===== src/rtl/seg7_pkg.sv =====
// Shared types, segment pattern constants and digit arithmetic for the 7-segment counter/monitor pair.
// Optional hexadecimal digits A-F are enabled by defining SEG7_HEX_EN.
package seg7_pkg;

    typedef logic [6:0] seg7_t;
    typedef logic [3:0] digit_t;

    // Active-low patterns, bit 6 = segment a ... bit 0 = segment g.
    localparam seg7_t SEG_0     = 7'b000_0001;
    localparam seg7_t SEG_1     = 7'b100_1111;
    localparam seg7_t SEG_2     = 7'b001_0010;
    localparam seg7_t SEG_3     = 7'b000_0110;
    localparam seg7_t SEG_4     = 7'b100_1100;
    localparam seg7_t SEG_5     = 7'b010_0100;
    localparam seg7_t SEG_6     = 7'b010_0000;
    localparam seg7_t SEG_7     = 7'b000_1111;
    localparam seg7_t SEG_8     = 7'b000_0000;
    localparam seg7_t SEG_9     = 7'b000_0100;
    localparam seg7_t SEG_A     = 7'b000_1000;
    localparam seg7_t SEG_B     = 7'b110_0000;
    localparam seg7_t SEG_C     = 7'b011_0001;
    localparam seg7_t SEG_D     = 7'b100_0010;
    localparam seg7_t SEG_E     = 7'b011_0000;
    localparam seg7_t SEG_F     = 7'b011_1000;
    localparam seg7_t SEG_BLANK = 7'b111_1111;

    typedef enum logic [1:0] {
        DIR_HOLD = 2'b00,
        DIR_UP   = 2'b01,
        DIR_DOWN = 2'b10,
        DIR_JUMP = 2'b11
    } dir_e;

    localparam logic [1:0] ST_EMPTY = 2'b00;
    localparam logic [1:0] ST_TRACK = 2'b01;
    localparam logic [1:0] ST_ERR   = 2'b10;

`ifdef SEG7_HEX_EN
    localparam digit_t DIGIT_MAX = 4'd15;
`else
    localparam digit_t DIGIT_MAX = 4'd9;
`endif

    function automatic digit_t digit_up(input digit_t d);
        if (d == DIGIT_MAX) begin
            return 4'd0;
        end else begin
            return d + 4'd1;
        end
    endfunction

    function automatic digit_t digit_dn(input digit_t d);
        if (d == 4'd0) begin
            return DIGIT_MAX;
        end else begin
            return d - 4'd1;
        end
    endfunction

endpackage


===== src/rtl/seg7_decode.sv =====
// Combinational 7-segment pattern decoder; A-F are legal only when SEG7_HEX_EN is defined.
module seg7_decode
    import seg7_pkg::*;
(
    input  seg7_t  seg_i,
    output logic   legal_o,
    output digit_t digit_o
);

    // Map each known pattern to its digit; everything else (including blank) is illegal.
    always_comb begin
        legal_o = 1'b1;
        digit_o = 4'd0;
        case (seg_i)
            SEG_0: digit_o = 4'd0;
            SEG_1: digit_o = 4'd1;
            SEG_2: digit_o = 4'd2;
            SEG_3: digit_o = 4'd3;
            SEG_4: digit_o = 4'd4;
            SEG_5: digit_o = 4'd5;
            SEG_6: digit_o = 4'd6;
            SEG_7: digit_o = 4'd7;
            SEG_8: digit_o = 4'd8;
            SEG_9: digit_o = 4'd9;
`ifdef SEG7_HEX_EN
            SEG_A: digit_o = 4'd10;
            SEG_B: digit_o = 4'd11;
            SEG_C: digit_o = 4'd12;
            SEG_D: digit_o = 4'd13;
            SEG_E: digit_o = 4'd14;
            SEG_F: digit_o = 4'd15;
`endif
            default: begin
                legal_o = 1'b0;
                digit_o = 4'd0;
            end
        endcase
    end

endmodule


===== src/rtl/seg7_decade_monitor.sv =====
// Watches a 7-segment bus, debounces it, recovers the digit and classifies each accepted change.
// Define SEG7_HEX_EN to accept hexadecimal digits A-F with modulo-16 up/down arithmetic.
module seg7_decade_monitor
    import seg7_pkg::*;
#(
    parameter int STABLE_CNT = 2,
    parameter int WRAP_W     = 8
) (
    input  logic              clk,
    input  logic              clr,
    input  logic [6:0]        seg,
    input  logic              seg_stb,
    output logic [3:0]        digit,
    output logic              digit_valid,
    output logic              seg_err,
    output logic [1:0]        dir,
    output logic              acc,
    output logic              wrap_up,
    output logic              wrap_dn,
    output logic [WRAP_W-1:0] tens
);

    localparam logic [3:0] STABLE_MAX = 4'(STABLE_CNT);

    seg7_t             cand_q, cand_d;
    logic [3:0]        cnt_q, cnt_d;
    logic [1:0]        state_q, state_d;
    digit_t            digit_q, digit_d;
    logic              digit_valid_q, digit_valid_d;
    logic              seg_err_q, seg_err_d;
    logic [1:0]        dir_q, dir_d;
    logic              acc_q, acc_d;
    logic              wrap_up_q, wrap_up_d;
    logic              wrap_dn_q, wrap_dn_d;
    logic [WRAP_W-1:0] tens_q, tens_d;
    logic              accept_s;
    logic              dec_legal_s;
    digit_t            dec_digit_s;

    // The live sample is decoded; on an accept it is identical to the new candidate.
    seg7_decode u_decode (
        .seg_i   (seg),
        .legal_o (dec_legal_s),
        .digit_o (dec_digit_s)
    );

    // Debounce, accept detection, FSM, direction classifier and tens counter.
    always_comb begin
        cand_d        = cand_q;
        cnt_d         = cnt_q;
        state_d       = state_q;
        digit_d       = digit_q;
        digit_valid_d = digit_valid_q;
        seg_err_d     = seg_err_q;
        dir_d         = dir_q;
        acc_d         = 1'b0;
        wrap_up_d     = 1'b0;
        wrap_dn_d     = 1'b0;
        tens_d        = tens_q;
        accept_s      = 1'b0;

        // Saturating run counter: an accept fires only on the edge the run reaches STABLE_MAX.
        if (seg_stb) begin
            if (seg == cand_q) begin
                if (cnt_q < STABLE_MAX) begin
                    cnt_d    = cnt_q + 4'd1;
                    accept_s = ((cnt_q + 4'd1) == STABLE_MAX);
                end else begin
                    cnt_d = cnt_q;
                end
            end else begin
                cand_d   = seg;
                cnt_d    = 4'd1;
                accept_s = (STABLE_MAX == 4'd1);
            end
        end else begin
            accept_s = 1'b0;
        end

        if (accept_s) begin
            acc_d = 1'b1;
            if (dec_legal_s) begin
                state_d       = ST_TRACK;
                digit_d       = dec_digit_s;
                digit_valid_d = 1'b1;
                seg_err_d     = 1'b0;
                case (state_q)
                    ST_TRACK: begin
                        if (dec_digit_s == digit_q) begin
                            dir_d = DIR_HOLD;
                        end else if (dec_digit_s == digit_up(digit_q)) begin
                            dir_d = DIR_UP;
                            if (digit_q == DIGIT_MAX) begin
                                wrap_up_d = 1'b1;
                                tens_d    = tens_q + WRAP_W'(1'b1);
                            end else begin
                                wrap_up_d = 1'b0;
                            end
                        end else if (dec_digit_s == digit_dn(digit_q)) begin
                            dir_d = DIR_DOWN;
                            if (digit_q == 4'd0) begin
                                wrap_dn_d = 1'b1;
                                tens_d    = tens_q - WRAP_W'(1'b1);
                            end else begin
                                wrap_dn_d = 1'b0;
                            end
                        end else begin
                            dir_d = DIR_JUMP;
                        end
                    end
                    ST_ERR:  dir_d = DIR_JUMP;
                    default: dir_d = DIR_HOLD;
                endcase
            end else begin
                state_d       = ST_ERR;
                digit_valid_d = 1'b0;
                seg_err_d     = 1'b1;
                dir_d         = DIR_JUMP;
            end
        end else begin
            acc_d = 1'b0;
        end
    end

    // State registers with synchronous clear; clear also discards any candidate in progress.
    always_ff @(posedge clk) begin
        if (clr) begin
            cand_q        <= SEG_BLANK;
            cnt_q         <= 4'd0;
            state_q       <= ST_EMPTY;
            digit_q       <= 4'd0;
            digit_valid_q <= 1'b0;
            seg_err_q     <= 1'b0;
            dir_q         <= DIR_HOLD;
            acc_q         <= 1'b0;
            wrap_up_q     <= 1'b0;
            wrap_dn_q     <= 1'b0;
            tens_q        <= '0;
        end else begin
            cand_q        <= cand_d;
            cnt_q         <= cnt_d;
            state_q       <= state_d;
            digit_q       <= digit_d;
            digit_valid_q <= digit_valid_d;
            seg_err_q     <= seg_err_d;
            dir_q         <= dir_d;
            acc_q         <= acc_d;
            wrap_up_q     <= wrap_up_d;
            wrap_dn_q     <= wrap_dn_d;
            tens_q        <= tens_d;
        end
    end

    assign digit       = digit_q;
    assign digit_valid = digit_valid_q;
    assign seg_err     = seg_err_q;
    assign dir         = dir_q;
    assign acc         = acc_q;
    assign wrap_up     = wrap_up_q;
    assign wrap_dn     = wrap_dn_q;
    assign tens        = tens_q;

endmodule


===== config.mk =====
export PLATFORM = sky130hd
export DESIGN_NAME = seg7_decade_monitor
export DESIGN_NICKNAME = d
export VERILOG_FILES = /design/src/rtl/seg7_pkg.sv /design/src/rtl/seg7_decode.sv /design/src/rtl/seg7_decade_monitor.sv
export SDC_FILE = /design/constraint.sdc
export NUM_CORES = 1
export LEC_CHECK = 0
export CAP_MARGIN = 20
export CORE_MARGIN = 1
export CORE_UTILIZATION = 30
export CTS_CLUSTER_DIAMETER = 80
export DETAILED_ROUTE_END_ITERATION = 10
export PLACE_DENSITY = 0.53
export SETUP_SLACK_MARGIN = 0.02
export SLEW_MARGIN = 15
export SYNTH_ARGS = -nofsm -noshare
export SYNTH_HDL_FRONTEND = slang
export SYNTH_SLANG_ARGS = --single-unit

===== constraint.sdc =====
create_clock -name clk -period 14.2 [get_ports clk]
set_clock_uncertainty 0.1 [all_clocks]
set_input_delay 2.84 -clock clk [delete_from_list [all_inputs] [get_ports clk]]
set_output_delay 2.84 -clock clk [all_outputs]
set_load 0.03 [all_outputs]

==> metrics.txt, run 1 <==
status=completed; share of cells above drive strength 1=0.0648; Tcrit/Tclk final=0.504; Yosys reg bits=30; Final Hold Violating Endpoints=0; fin area=0.00263 mm²; Synthesized Nets=297; Worst Reg-to-Reg Cells=12; vias in the first global route=1,917; Detail Placement HPWL=3990 µm; Clk pin slew, worst setup/hold paths=0.06 ns; Total GRT Usage=0.154; number of CTS-inserted buffers=5; final setup fails=0; Area contributors post-synth=dfxtp_1 (27%), ha_1 (6.2%), a21oi_1 (5.0%); Hold Path Cell Cnt=2; FF-to-FF setup slack=10.31 ns; CTS tree=yes; setup repair bufs after CTS=0; Power per Cell Area=67.3 mW/mm²; leakage power=0.895 nW; Post-layout nets=314; Avg Vias per Cell=5.24; DP Area=0.00254 mm²; Worst Max-Slew Pin Slew=0.775 ns; Buffers on Ports=28; Post-Route Setup TNS=0 ns; # clock sinks=30; Via Count=2,038; Core Area=0.00698 mm²; CP Capture Type=flop; Top Ports=29; Yosys cell types=63; RSZ-0062 raised after global routing=false; Routed WL=5440 µm; kind of critical path=input pin to flop; Worst Path Max Fanout=9; largest net degree at the start of global routing=21; Final Max Tran Viols=0; number of DRC markers in iteration 0=122; Die Footprint=0.00774 mm²; Synth warnings=0; grt total ovfl=0; first-pass detailed-route iteration total=4; hold_ws=0.397 ns; CTS Buffer Depth=2; number of flops mapped to enable cells by yosys=0; sequential area share after synthesis=0.271; CP Launch Type=input pin; number of hold buffers added after CTS=0; Max-Slew Margin vs Limit=0.481; area fraction of the dominant cell type after synthesis=0.271; initial antenna violation count=0; Critical Path AT=7.24 ns; Worst Path Required=14.29 ns; MaxCap Viol Count=0; die extent in x=88.0 µm; peak supply drop=0.0000322 V; H-tree depth=2; GPL Wtd Cong=0.814; chip height=88.0 µm; Synth area leader=dfxtp_1; Clock Latency Late Sink=0.28 ns; most frequent cells in the layout=dfxtp_1 (30), clkdlybuf4s50_1 (28), nor2_1 (24), nand2_1 (23), a21oi_1 (22); Post-Syn Instances=275; ys async rst share=0; Mapped Avg Cell Area=8.07 µm²; Final min period=7.15 ns; Post-Syn Area=0.00222 mm²; n_diodes=0; Peak Freq=140 MHz; commonest non-fill, non-tap cell in the layout=dfxtp_1; CTS resizes=0; initial core utilization=0.318; dominant synthesized flop cell=dfxtp_1; first-pass GRT wire length=9310 µm; drc violations=0; Detail Route Antenna Nets=0; Area Growth Syn to Fin=18.6%; wire per inst=14.0 µm; worst hold path type=flop to flop; row cnt=30; CTS Root Cell=clkbuf_8
cell usage after synthesis (all sizes together) (2+ instances only):
cell type	n
buf	7
o21ai	10
ha	11
xor2	10
and4	2
or3	3
o211ai	5
dfxtp	30
and3b	2
nand4	2
a211oi	4
and3	4
nor4	5
o31ai	8
nor3	9
a21oi	22
mux2i	6
a311oi	2
nand3	8
nand2b	2
nand3b	2
clkbuf	12
a31oi	3
nor4b	2
o311a	2
a31o	2
xnor2	8
a21o	5
nand2	23
inv	11
nor2	24
a22oi	3
or4	3
a2111o	2
power breakdown:
group          total [mW]  switching, mW  internal [mW]
sequential         0.0867        0.00116         0.0856
clock              0.0713         0.0322         0.0391
combinational      0.0190         0.0112        0.00778
critical path: stages:
cell,delay [ns]
clkdlybuf4s50_1,0.60
and4_1,0.36
and3b_1,0.19
a211oi_2,0.56
xnor2_1,0.16
o311a_1,0.35
a211o_2,0.43
ha_1,0.30
a21o_1,0.17
a21oi_1,0.28
o211ai_1,0.17
a21o_1,0.18
o31a_1,0.11
or4_1,0.39
a21oi_1,0.14
state kept, by name, indices dropped and copies added, names as in the netlist:
| register | flops |
|---|---|
| acc | 1 |
| wrap_up | 1 |
| dir | 2 |
| seg_err | 1 |
| tens | 8 |
| cand_q | 7 |
| digit | 4 |
| cnt_q | 4 |
| wrap_dn | 1 |
| state_q | 1 |
final timing paths:
path | from | end
max | seg[3] | tens[7]
min | tens[4] | tens[4]
max reg2reg | digit[1] | tens[7]
min reg2reg | tens[4] | tens[4]
metal layers:
metal	global-route usage	up-vias	wire [µm]
met3	0.0292	7	172
met5	0	-	0
met4	0.0522	0	59
met2	0.233	36	2370
met1	0.218	939	2840
li1	-	1056	-
logic make-up after synthesis:
kind of cell               count (synthesis)  share of synthesized area
and+or+nand+nor                           97                      0.239
AOI/OAI and AO/OA                         82                      0.263
adders and majority gates                 12                     0.0711
xor gates and xnor gates                  18                     0.0711
buffers and inverters                     30                     0.0575
DFF                                       30                      0.271
muxes                                      6                     0.0271
stage by stage:
stage | instances | utilization | worst slack [ns] | total power, mW
2_1_floorplan | 275 | - | 7.70 | 0.103
3_3_place_gp | 381 | 0.364 | 6.83 | 0.108
3_5_place_dp | 381 | 0.364 | 6.76 | 0.107
4_1_cts | 389 | 0.377 | 7.05 | 0.180
5_1_grt | 389 | 0.377 | 6.78 | 0.186
6_report | 389 | 0.377 | 7.05 | 0.177
area by class of cell:
class                           instances  area (µm²)
Inverter                               11        41.3
Multi-Input combinational cell        215        1490
Fill cell                             749        4350
Sequential cell                        30         601
Timing Repair Buffer                   29         288
Clock inverter                          1        5.00
Tap cell                               96         120
Clock buffer                            7        86.3
Power figures use the tool's default switching activity.
==> run 2, diff against run 1 <==
--- a/config.mk
+++ b/config.mk
@@ -10,7 +10,7 @@
 export CORE_UTILIZATION = 30
 export CTS_CLUSTER_DIAMETER = 80
 export DETAILED_ROUTE_END_ITERATION = 10
-export PLACE_DENSITY = 0.53
+export PLACE_DENSITY = 0.54
 export SETUP_SLACK_MARGIN = 0.02
 export SLEW_MARGIN = 15
 export SYNTH_ARGS = -nofsm -noshare
==> constraint.sdc (replaced) <==
create_clock -name clk -period 6.2 [get_ports clk]
set_clock_uncertainty 0.1 [all_clocks]
set_input_delay 1.24 -clock clk [delete_from_list [all_inputs] [get_ports clk]]
set_output_delay 1.24 -clock clk [all_outputs]
set_load 0.03 [all_outputs]
==> metrics.txt, run 2 (synthesis results as in run 1) <==
share of cells above drive strength 1=0.0648 (unchanged); Post-layout nets=314 (unchanged); Via Count=2,033 (-0.25%); row cnt=30 (unchanged); Final min period=5.57 ns; Top Ports=29 (unchanged); Worst Path Buf+Inv=1 (unchanged); Power per Cell Area=155 mW/mm² (+130%); Avg Vias per Cell=5.23 (-0.25%); CP Capture Type=flop; Final Hold Violating Endpoints=0 (unchanged); number of CTS-inserted buffers=5 (unchanged); Filler Cells Inserted=749 (unchanged); # clock sinks=30 (unchanged); Tcrit/Tclk final=0.898; drc violations=0 (unchanged); die extent in x=88.0 µm (unchanged); Detail Placement HPWL=3990 µm (about the same); Peak Freq=180 MHz; most frequent cells in the layout=dfxtp_1 (30), clkdlybuf4s50_1 (28), nor2_1 (24), nand2_1 (23), a21oi_1 (22); initial antenna violation count=0 (unchanged); commonest non-fill, non-tap cell in the layout=dfxtp_1; status=completed; Register Area=601 µm² (unchanged); Post-Route Setup TNS=0 ns (unchanged); CTS Buffer Depth=2 (unchanged); chip height=88.0 µm (unchanged); Worst Max-Slew Pin Slew=1.00 ns (+0.228 ns); Die Footprint=0.00774 mm² (unchanged); vias in the first global route=1,829 (-4.6%); Area Growth Syn to Fin=18.7% (about the same); Clk pin slew, worst setup/hold paths=0.06 ns (about the same); first-pass detailed-route iteration total=4 (unchanged); kind of critical path=input pin to flop; Worst Path Max Fanout=9 (unchanged); Routed WL=5450 µm (+0.15%); Final Max Tran Viols=0 (unchanged); Multi-input gate area=0.00149 mm² (about the same); CTS resizes=0 (unchanged); CTS Root Cell=clkbuf_8; Clock Latency Late Sink=0.28 ns (about the same); Largest register FFs=8 (unchanged); initial core utilization=0.318 (unchanged); grt total ovfl=0 (unchanged); final setup fails=0 (unchanged); CTS tree=yes; number of hold buffers added after CTS=0 (unchanged); Crit-path slowest cell=a211oi_2; Total GRT Usage=0.148 (-0.00559); largest net degree at the start of global routing=21 (unchanged); Critical Path AT=5.66 ns (-1.58 ns); leakage power=0.894 nW (about the same); RSZ-0062 raised after global routing=false; Worst Path Required=6.29 ns (-8.00 ns); Detail Route Antenna Nets=0 (unchanged); wire per inst=14.0 µm (+0.15%); worst hold path type=flop to flop; H-tree depth=2 (unchanged); number of DRC markers in iteration 0=123 (+0.82%); MaxCap Viol Count=0 (unchanged); Top delay family on crit path=compound AO/OA/AOI/OAI gates; critical path, cell by cell=clkdlybuf4s50_1, and4_1, and3b_1, a211oi_2, xnor2_1, o311a_1, a211o_2, ha_1, a21o_1, a21oi_1, o211ai_1, a21o_1, o31a_1, or4_1, a21oi_1; hold_ws=0.392 ns (-0.00496 ns); setup repair bufs after CTS=0 (unchanged); peak supply drop=0.0000817 V (+150%); n_diodes=0 (unchanged); pre-CTS setup slack=0.409 ns (-6.35 ns); Slowest Stage Delay on Critical Path=0.59 ns (about the same); first-pass GRT wire length=8940 µm (-4.0%); Core Area=0.00698 mm² (unchanged); GPL Wtd Cong=0.844 (+3.7%); Worst Slack Setup Final=0.632 ns (-6.42 ns); Max-Slew Margin vs Limit=0.329 (-0.152); CP Launch Type=input pin; Buffers on Ports=28 (unchanged)
==> run 2: changes by cell type in the layout (fill, tap and decap cells not counted) <==
cell | before | now
a2111oi_0 | 1 | 0
a2111oi_1 | 0 | 1
==> run 2: final timing paths <==
check                  from        end  slack (ns)  cells past startpoint
setup / recovery     seg[3]    tens[7]        0.63                     15
hold / removal    cand_q[2]  cand_q[2]        0.39                      2
setup reg to reg   digit[1]    tens[7]        2.30                     12
hold reg to reg   cand_q[2]  cand_q[2]        0.39                      2
==> run 2: metrics by stage <==
step                      instance area (µm²)  utilization  cells  power (mW)
after floorplan                          2220            -    275       0.235
after global placement                   2540        0.364    381       0.247
after detailed placement                 2540        0.364    381       0.246
after CTS                                2630        0.377    389       0.412
after global routing                     2630        0.377    389       0.426
final                                    2630        0.377    389       0.408
==> run 2: tightest hold or removal path, delay by kind of cell, from the launching register on <==
family	cells	cell delay, ns
multiplexers	1	0.07
flip-flops	1	0.34
AND/OR/NAND/NOR	1	0.06
==> run 2: where the power goes <==
| group | switching, mW | internal [mW] | total [mW] | leakage (nW) |
|---|---|---|---|---|
| clock network | 0.0764 | 0.0895 | 0.166 | 0.0482 |
| logic | 0.0253 | 0.0182 | 0.0435 | 0.603 |
| registers | 0.00255 | 0.196 | 0.199 | 0.244 |
| total | 0.104 | 0.304 | 0.408 | 0.894 |
==> run 2: routing by layer <==
metal | up-vias | share of wire | GRT usage
li1 | 1057 | - | -
met1 | 930 | 0.51 | 0.207
met2 | 40 | 0.44 | 0.227
met3 | 6 | 0.039 | 0.0302
met4 | 0 | 0.013 | 0.0492
met5 | - | 0 | 0
==> run 2: cell type report <==
class | count | area share
Sequential cell | 30 | 0.228
Multi-Input combinational cell | 215 | 0.567
Clock inverter | 1 | 0.00190
Clock buffer | 7 | 0.0328
Tap cell | 96 | 0.0456
Inverter | 11 | 0.0157
Timing Repair Buffer | 29 | 0.109
==> run 3, diff against run 2 <==
--- a/config.mk
+++ b/config.mk
@@ -10,7 +10,7 @@
 export CORE_UTILIZATION = 30
 export CTS_CLUSTER_DIAMETER = 80
 export DETAILED_ROUTE_END_ITERATION = 10
-export PLACE_DENSITY = 0.54
+export PLACE_DENSITY = 0.53
 export SETUP_SLACK_MARGIN = 0.02
 export SLEW_MARGIN = 15
 export SYNTH_ARGS = -nofsm -noshare
==> constraint.sdc (replaced) <==
create_clock -name clk -period 7.23 [get_ports clk]
set_clock_uncertainty 0.1 [all_clocks]
set_input_delay 1.446 -clock clk [delete_from_list [all_inputs] [get_ports clk]]
set_output_delay 1.446 -clock clk [all_outputs]
set_load 0.03 [all_outputs]
==> metrics.txt, run 3 (synthesis results as in run 1) <==
first-pass detailed-route iteration total=4 (unchanged); CP Launch Type=input pin; setup repair bufs after CTS=0 (unchanged); Power per Cell Area=133 mW/mm² (-14%); Worst Slack Setup Final=1.42 ns (+0.789 ns); Hold Path Origin=tens[3]; most frequent cells in the layout=dfxtp_1 (30), clkdlybuf4s50_1 (28), nor2_1 (24), nand2_1 (23), a21oi_1 (22); Critical Path AT=5.90 ns (+0.24 ns); Worst Reg-to-Reg Cells=12 (unchanged); Final min period=5.81 ns; Buffers on Ports=28 (unchanged); number of DRC markers in iteration 0=148 (+20%); commonest non-fill, non-tap cell in the layout=dfxtp_1; n_diodes=0 (unchanged); FF-to-FF setup slack=3.30 ns (+1.00 ns); worst hold path type=flop to flop; Area Growth Syn to Fin=18.6% (about the same); Core Area=0.00698 mm² (unchanged); Top Ports=29 (unchanged); met3 Resource Use GR=0.0320 (+0.00189); Final Max Tran Viols=0 (unchanged); Die Footprint=0.00774 mm² (unchanged); wire per inst=14.3 µm (+1.8%); die extent in x=88.0 µm (unchanged); CTS Root Cell=clkbuf_8; critical path, cell by cell=clkdlybuf4s50_1, and4_1, and3b_1, a211oi_2, xnor2_1, o311a_1, a211o_2, ha_1, a21o_1, a21oi_1, o211ai_1, a21o_1, o31a_1, or4_1, a21oi_1; Worst Path Buf+Inv=1 (unchanged); Post-Route Setup TNS=0 ns (unchanged); MaxCap Viol Count=0 (unchanged); Detail Placement HPWL=4010 µm (+0.57%); initial core utilization=0.318 (unchanged); drc violations=0 (unchanged); grt total ovfl=0 (unchanged); leakage power=0.895 nW (about the same); Largest register FFs=8 (unchanged); Slowest Stage Delay on Critical Path=0.60 ns (about the same); GRT busiest layer=met2; peak supply drop=0.0000457 V (-44%); share of cells above drive strength 1=0.0648 (unchanged); chip height=88.0 µm (unchanged); Clock Latency Late Sink=0.29 ns (about the same); CTS tree=yes; H-tree depth=2 (unchanged); first-pass GRT wire length=9410 µm (+5.3%); Placed Cells incl. Taps=381 (unchanged); Max-Slew Margin vs Limit=0.467 (+0.138); Worst Path Required=7.33 ns (+1.04 ns); vias in the first global route=1,940 (+6.1%); hold endpoint=tens[3]; Worst Max-Slew Pin Slew=0.797 ns (-0.207 ns); initial antenna violation count=0 (unchanged); Top delay family on crit path=compound AO/OA/AOI/OAI gates; # clock sinks=30 (unchanged); Hold Path Cell Cnt=2 (unchanged); Detail Route Antenna Nets=0 (unchanged); Final Hold Violating Endpoints=0 (unchanged); Tcrit/Tclk final=0.803; status=completed; number of hold buffers added after CTS=0 (unchanged); Crit-path slowest cell=a211oi_2; Via Count=2,060 (+1.3%); CTS resizes=0 (unchanged); DP Area=0.00254 mm² (about the same); final setup fails=0 (unchanged); Peak Freq=172 MHz; Clk pin slew, worst setup/hold paths=0.06 ns (about the same); RSZ-0062 raised after global routing=false; kind of critical path=input pin to flop; row cnt=30 (unchanged); pre-CTS setup slack=1.15 ns (+0.745 ns); Worst Path Max Fanout=9 (unchanged); Total GRT Usage=0.157 (+0.00821); FF-to-FF End=tens[7]; M2 GR Usage=0.246 (+0.0190); fin area=0.00263 mm² (about the same); met1 usage=0.214 (+0.00672); CTS Buffer Depth=2 (unchanged); start of the worst register-to-register path=digit[1]; CP Capture Type=flop; Routed WL=5550 µm (+1.8%); Post-layout nets=314 (unchanged); Final Non-Filler Cells=389 (unchanged); Avg Vias per Cell=5.30 (+1.3%); largest net degree at the start of global routing=21 (unchanged); GPL Wtd Cong=0.812 (-3.8%); number of CTS-inserted buffers=5 (unchanged)
## run 3: worst max-delay path by stage
| stage | start | end | depth (start not counted) |
|---|---|---|---|
| 2_1_floorplan | seg[5] | tens[7] | 15 |
| 3_3_place_gp | seg[3] | tens[7] | 15 |
| 3_5_place_dp | seg[3] | tens[7] | 15 |
| 4_1_cts | seg[3] | tens[7] | 15 |
| 5_1_grt | seg[2] | tens[7] | 15 |
| 6_report | seg[3] | tens[7] | 15 |
## run 3: metrics by stage
| step | total power, mW | hold slack [ns] | util |
|---|---|---|---|
| CTS | 0.355 | 0.401 | 0.377 |
| detailed placement | 0.211 | 0.383 | 0.364 |
| global route | 0.367 | 0.405 | 0.377 |
| floorplan | 0.201 | 0.362 | - |
| global placement | 0.211 | 0.381 | 0.364 |
| finish | 0.351 | 0.398 | 0.377 |
## run 3: final cells by class
cell class                      instances  area [µm²]
Clock buffer                            7        86.3
Clock inverter                          1        5.00
Fill cell                             766        4350
Inverter                               11        41.3
Multi-Input combinational cell        215        1490
Sequential cell                        30         601
Tap cell                               96         120
Timing Repair Buffer                   29         288
## run 3: power by group
part	switching (mW)	total [mW]	leakage [nW]	internal [mW]
Sequential	0.00221	0.170	0.244	0.168
Combinational	0.0220	0.0373	0.603	0.0153
Clock	0.0666	0.143	0.0482	0.0768
## run 3: metal layers
| layer | share of wire | routed length (µm) | vias to the layer above |
|---|---|---|---|
| li1 | - | - | 1064 |
| met1 | 0.52 | 2880 | 966 |
| met2 | 0.44 | 2440 | 26 |
| met3 | 0.033 | 181 | 4 |
| met4 | 0.0094 | 52 | 0 |
| met5 | 0 | 0 | - |
## run 3: worst reg2reg max path, cell delays in order (launching register included)
cell and delay [ns]:
dfxtp_1 0.75, o21ai_0 0.21, a311oi_1 0.37, o211ai_2 0.20, a211o_2 0.45, ha_1 0.30
a21o_1 0.17, a21oi_1 0.28, o211ai_1 0.18, a21o_1 0.18, o31a_1 0.11, or4_1 0.40
a21oi_1 0.15
